## config.mk

```make
export PLATFORM = sky130hd
export DESIGN_NAME = ppu_pixel_pusher_flat
export DESIGN_NICKNAME = d
export VERILOG_FILES = /design/src/rtl/ppu_types_pkg.sv /design/src/rtl/ppu_util_pkg.sv /design/src/rtl/ppu_ifs.sv /design/src/rtl/ppu_pixel_pusher.sv /design/src/flat_wrapper.sv
export SDC_FILE = /design/constraint.sdc
export NUM_CORES = 1
export LEC_CHECK = 0
export CORE_ASPECT_RATIO = 1.2
export CORE_MARGIN = 2
export CORE_UTILIZATION = 35
export DETAILED_ROUTE_END_ITERATION = 8
export PLACE_DENSITY = 0.72
export SLEW_MARGIN = 20
export SYNTH_ARGS = -nofsm -noshare
export SYNTH_HDL_FRONTEND = slang
export SYNTH_SLANG_ARGS = --single-unit
```

## constraint.sdc

```tcl
create_clock -name clk -period 3.75 [get_ports clk]
set_clock_uncertainty 0.05 [all_clocks]
set_input_delay 0.5625 -clock clk [delete_from_list [all_inputs] [get_ports clk]]
set_output_delay 0.5625 -clock clk [all_outputs]
set_load 0.01 [all_outputs]
```

## src/rtl/ppu_types_pkg.sv

```systemverilog
// Shared PPU types: register file view, PPU mode, FIFO pixel and pusher states.
package ppu_types_pkg;

  localparam int unsigned LCD_WIDTH = 160;

  typedef enum logic [1:0] {
    HBLANK   = 2'd0,
    VBLANK   = 2'd1,
    OAM_SCAN = 2'd2,
    DRAW     = 2'd3
  } ppu_mode_t;

  typedef struct packed {
    logic [7:0] lcdc;
    logic [7:0] scx;
    logic [7:0] bgp;
  } ppu_regs_t;

  typedef struct packed {
    logic [1:0] color;
  } fifo_pixel_t;

  typedef enum logic [1:0] {
    IDLE    = 2'd0,
    DISCARD = 2'd1,
    PUSH    = 2'd2,
    DONE    = 2'd3
  } pusher_state_t;

endpackage

```

## src/rtl/ppu_util_pkg.sv

```systemverilog
// Pure helpers shared by the PPU pixel paths (BGP now, OBP0/OBP1 later).
package ppu_util_pkg;

  // Map a 2-bit color index through an 8-bit DMG palette register.
  function automatic logic [1:0] apply_palette(input logic [7:0] pal, input logic [1:0] color);
    return pal[{color, 1'b0} +: 2];
  endfunction

endpackage

```

## src/rtl/ppu_ifs.sv

```systemverilog
// Interfaces between the pixel pusher, the background FIFO and the fetchers.
interface FIFO_if;
  logic                       read_en;
  ppu_types_pkg::fifo_pixel_t read_data;
  logic                       empty;

  modport Framebuffer_side (output read_en, input read_data, input empty);
  modport Fetcher_side     (input read_en, output read_data, output empty);
endinterface

interface RenderingControl_if;
  logic       stall;
  logic [7:0] pixel_x;

  modport Framebuffer_side (input stall, output pixel_x);
  modport Fetcher_side     (output stall, input pixel_x);
endinterface

```

## src/rtl/ppu_pixel_pusher.sv

```systemverilog
// Pops background pixels during DRAW, drops SCX[2:0] of them for fine scroll,
// maps the rest through BGP and presents them to the LCD with their X.
module ppu_pixel_pusher #(
  parameter int unsigned LCD_WIDTH = ppu_types_pkg::LCD_WIDTH
) (
  input  logic                     clk,
  input  logic                     rst_n,
  input  ppu_types_pkg::ppu_regs_t regs,
  input  ppu_types_pkg::ppu_mode_t mode,
  FIFO_if.Framebuffer_side         fifo,
  RenderingControl_if.Framebuffer_side rc,
  output logic                     lcd_valid,
  output logic [1:0]               lcd_shade,
  output logic [7:0]               lcd_x,
  output logic                     line_done
);
  import ppu_types_pkg::*;
  import ppu_util_pkg::*;

  localparam logic [7:0] LAST_X = 8'(LCD_WIDTH - 1);

  pusher_state_t state_q, state_d;
  logic [2:0]    discard_cnt_q, discard_cnt_d;
  logic [7:0]    pixel_x_q, pixel_x_d;
  logic          lcd_valid_q, lcd_valid_d;
  logic [1:0]    lcd_shade_q, lcd_shade_d;
  logic [7:0]    lcd_x_q, lcd_x_d;
  logic          line_done_q, line_done_d;

  logic in_draw;
  logic pop;
  logic unused_regs;

  assign unused_regs = ^{regs.lcdc[7:1], regs.scx[7:3]};

  // Combinational pop qualifier; also the FIFO read strobe.
  always_comb begin
    in_draw = (mode == DRAW);
    pop     = ((state_q == DISCARD) || (state_q == PUSH)) && in_draw &&
              !fifo.empty && !rc.stall;
  end

  assign fifo.read_en = pop;
  assign rc.pixel_x   = pixel_x_q;
  assign lcd_valid    = lcd_valid_q;
  assign lcd_shade    = lcd_shade_q;
  assign lcd_x        = lcd_x_q;
  assign line_done    = line_done_q;

  // Next-state and registered-output logic; abort has priority over holds.
  always_comb begin
    state_d       = state_q;
    discard_cnt_d = discard_cnt_q;
    pixel_x_d     = pixel_x_q;
    lcd_valid_d   = 1'b0;
    lcd_shade_d   = lcd_shade_q;
    lcd_x_d       = lcd_x_q;
    line_done_d   = 1'b0;

    unique case (state_q)
      IDLE: begin
        if (in_draw) begin
          discard_cnt_d = regs.scx[2:0];
          pixel_x_d     = '0;
          state_d       = (regs.scx[2:0] != 3'd0) ? DISCARD : PUSH;
        end
      end
      DISCARD: begin
        if (!in_draw) begin
          state_d   = IDLE;
          pixel_x_d = '0;
        end else if (pop) begin
          discard_cnt_d = discard_cnt_q - 3'd1;
          if (discard_cnt_q == 3'd1) state_d = PUSH;
        end
      end
      PUSH: begin
        if (!in_draw) begin
          state_d   = IDLE;
          pixel_x_d = '0;
        end else if (pop) begin
          lcd_valid_d = 1'b1;
          lcd_shade_d = regs.lcdc[0] ? apply_palette(regs.bgp, fifo.read_data.color) : 2'd0;
          lcd_x_d     = pixel_x_q;
          if (pixel_x_q == LAST_X) begin
            state_d     = DONE;
            line_done_d = 1'b1;
          end else begin
            pixel_x_d = pixel_x_q + 8'd1;
          end
        end
      end
      DONE: begin
        if (!in_draw) state_d = IDLE;
      end
      default: state_d = IDLE;
    endcase
  end

  // State and output registers with asynchronous active-low reset.
  always_ff @(posedge clk or negedge rst_n) begin
    if (!rst_n) begin
      state_q       <= IDLE;
      discard_cnt_q <= '0;
      pixel_x_q     <= '0;
      lcd_valid_q   <= 1'b0;
      lcd_shade_q   <= '0;
      lcd_x_q       <= '0;
      line_done_q   <= 1'b0;
    end else begin
      state_q       <= state_d;
      discard_cnt_q <= discard_cnt_d;
      pixel_x_q     <= pixel_x_d;
      lcd_valid_q   <= lcd_valid_d;
      lcd_shade_q   <= lcd_shade_d;
      lcd_x_q       <= lcd_x_d;
      line_done_q   <= line_done_d;
    end
  end

endmodule

```

## src/flat_wrapper.sv

```systemverilog
// flat-port wrapper written by rule: the top's interface ports become plain ports
module ppu_pixel_pusher_flat import ppu_types_pkg::*; import ppu_util_pkg::*;
#(
  parameter int unsigned LCD_WIDTH = ppu_types_pkg::LCD_WIDTH
)
  (clk, rst_n, regs, mode, lcd_valid, lcd_shade, lcd_x, line_done, fifo_read_en, fifo_read_data, fifo_empty, rc_stall, rc_pixel_x);
  FIFO_if fifo_i ();
  RenderingControl_if rc_i ();
  input  logic clk;
  input  logic rst_n;
  input  ppu_types_pkg::ppu_regs_t regs;
  input  ppu_types_pkg::ppu_mode_t mode;
  output logic lcd_valid;
  output logic [1:0] lcd_shade;
  output logic [7:0] lcd_x;
  output logic line_done;
  output wire logic [$bits(fifo_i.read_en)-1:0] fifo_read_en;
  input wire logic [$bits(fifo_i.read_data)-1:0] fifo_read_data;
  input wire logic [$bits(fifo_i.empty)-1:0] fifo_empty;
  input wire logic [$bits(rc_i.stall)-1:0] rc_stall;
  output wire logic [$bits(rc_i.pixel_x)-1:0] rc_pixel_x;
  assign fifo_read_en = fifo_i.read_en;
  assign fifo_i.read_data = fifo_read_data;
  assign fifo_i.empty = fifo_empty;
  assign rc_i.stall = rc_stall;
  assign rc_pixel_x = rc_i.pixel_x;
  ppu_pixel_pusher #(.LCD_WIDTH(LCD_WIDTH)) u_core (.clk(clk), .rst_n(rst_n), .regs(regs), .mode(mode), .fifo(fifo_i), .rc(rc_i), .lcd_valid(lcd_valid), .lcd_shade(lcd_shade), .lcd_x(lcd_x), .line_done(line_done));
endmodule
```

==> impl_metrics.ini <==
[timing]
fmax_ghz = 0.370
hold_violations = 0
rsz0062_at_grt = no
min_period_over_period_pct = 72.2
final.min_clock_period_ns = 2.71
maxSlewViolCount = 0
tightestPinTransition_ns = 0.578
tns_ns = 0
relSlewSlack_pct = 61.5
setup_viol = 0

[floorplanning]
die-height_um = 73.7
coreArea_um2 = 3910
die_w_um = 62.0
start_util_pct = 36.2
rows = 25
io-pin-count = 53
die_area_um2 = 4570

[synthesis]
postSynthCellCount = 133
ys_seq_elements = 25
async_reset_ff_share_pct = 100
synthesis.nets = 172
synth_area_leaders = dfrtp_1 (44%), mux2_2 (6.4%), ha_1 (6.2%)
ys_seq_area_share_pct = 44.2
synth-edff-count = 0
synthTopCellsByCount = dfrtp_1 (25), nand2_1 (10), o21ai_0 (9)
synthDistinctLibCells = 38
syn_avg_cell_area_um2 = 10.6
yosysWarnings = 0
syn_area_um2 = 1420
synth_ff_type = dfrtp_1
netlist.area_leader.share_pct = 44.2
synth_top_cell_by_area = dfrtp_1
synthMostInstantiatedCell = dfrtp_1

[clock_tree]
numCtsBuffers = 3
cts_hold_buf = 0
path_clk_slew_ns = 0.09
cts_htree_levels = 1
cts_buffer_depth = 2
clk_latency_ns = 0.28
cts.sink_count = 25
cts_tree = built
cts.repair.resized = 0
postCtsSetupBuffers = 0
root_buffer = clkbuf_8

[layout]
area_growth_pct = 35.1
drive_gt1_share_pct = 12.1
fin_area_um2 = 1910
final_nets = 214
antennaDiodeCount = 0

[status]
status = complete, no violations

[global_route]
grt-ovfl-total = 0
antenna_found_initial = 0
grt_max_degree = 26
grt_pass1_vias = 1206
track_usage_pct = 14.7
grt_pass1_wl_um = 5070

[placed_design]
io_buffers = 40
place.gp.congestion = 0.910
post_dp_cell_area_um2 = 1870
dpl.hpwl_um = 2470

[setup_path]
cp.arrival_ns = 2.09
worstSetupPathType = flip-flop to output pin
crit_required_ns = 3.14
cp_max_fo = 3
worstSetupStartpointType = flip-flop
endpoint_kind = output pin

[pwr]
p_leak_nw = 0.848
seqPwrFrac_pct = 39.2
netSwitchingPower_mw = 0.284
p_clk_share_pct = 20.6
internal_power_mw = 0.523
p_sw_share_pct = 35.2
ir_drop_v = 0.000253
pwr-share-comb_pct = 40.2
powerDensity_nw_per_um2 = 422

[drt]
viasPerCell = 5.42
wl_per_cell_um = 13.8
drc = 0
antenna_left = 0
routed_wl_um = 3140
vias = 1235
detail_route.iter0.violations = 27
firstDrtPassIters = 4

[run]
maxCapViolations = 0

[min_path]
hold_path.class = primary input to asynchronous set/reset pin
through the flow:
stage | std cells | setup slack [ns] | hold WS (ns) | power (mW) | util [%]
2_1_floorplan | 133 | 1.67 | 0.217 | 0.559 | -
3_3_place_gp | 224 | 1.07 | 0.420 | 0.631 | 47.8
3_5_place_dp | 224 | 1.07 | 0.428 | 0.653 | 47.8
4_1_cts | 228 | 1.03 | 0.448 | 0.820 | 49.0
5_1_grt | 228 | 0.937 | 0.257 | 0.864 | 48.9
6_report | 228 | 1.04 | 0.210 | 0.808 | 48.9
registers in the layout, summed over array words and instances (netlist names):
| register | cells |
|---|---|
| u_core.discard_cnt_q | 3 |
| u_core.lcd_shade | 2 |
| u_core.lcd_valid | 1 |
| u_core.lcd_x | 8 |
| u_core.line_done | 1 |
| u_core.rc.pixel_x | 8 |
| u_core.state_q | 2 |
per-layer routing:
| layer | global-route usage, % | share of wire (%) | up-vias |
|---|---|---|---|
| li1 | - | - | 572 |
| met1 | 16.6 | 39 | 607 |
| met2 | 27.3 | 52 | 51 |
| met3 | 1.58 | 7.5 | 5 |
| met4 | 4.96 | 1.6 | 0 |
| met5 | 0 | 0 | - |
area by class of cell:
cell class,count,area (µm²)
Fill cell,376,2000
Multi-Input combinational cell,98,748
Sequential cell,25,626
Timing Repair Buffer,40,395
Tap cell,54,67.6
Clock buffer,3,41.3
Inverter,7,26.3
Clock inverter,1,7.51
layout by cell type (no fill, tap or decap), types with 4 or more instances in the layout:
| cell | netlist | routed |
|---|---|---|
| nand3_1 | 4 | 4 |
| nor2_1 | 6 | 6 |
| mux2_2 | 8 | 8 |
| dfrtp_1 | 25 | 25 |
| ha_1 | 7 | 7 |
| clkdlybuf4s50_1 | 0 | 39 |
| a21oi_1 | 6 | 6 |
| nand2_1 | 10 | 10 |
| o21ai_0 | 9 | 9 |
| inv_1 | 7 | 7 |
| and3_1 | 5 | 5 |
cell families after synthesis:
kind of cell | share of synthesized area, %
AOI/OAI and AO/OA | 15.7
adders and majority gates | 6.19
and+or+nand+nor | 18.2
DFF | 44.2
muxes | 12.7
buffers and inverters | 2.92
power groups by stage:
stage	Sequential, mW	Clock (mW)	Combinational, mW
CTS	0.317	0.171	0.332
global placement	0.320	0	0.311
global route	0.320	0.179	0.366
detailed placement	0.323	0	0.330
finish	0.317	0.166	0.325
floorplan	0.320	0	0.240
worst max-delay path, cell delays in order (launching register included):
cell and delay (ns):
dfrtp_1 0.38, inv_1 0.09, ha_1 0.30, or3b_4 0.41, nor2_1 0.10, clkdlybuf4s50_1 0.55
final timing paths:
path	start	to	slack, ns	cells after the start
min reg2reg	u_core.lcd_shade[0]	u_core.lcd_shade[0]	0.44	2
min	rst_n	u_core.lcd_x[2]	0.21	1
min in group clk	u_core.lcd_shade[0]	u_core.lcd_shade[0]	0.44	2
max in group asynchronous	rst_n	u_core.state_q[1]	3.07	1
max reg2reg	u_core.state_q[0]	u_core.rc.pixel_x[6]	1.45	6
max	u_core.state_q[0]	fifo_read_en	1.04	5
(Power assumes the default switching activity.)
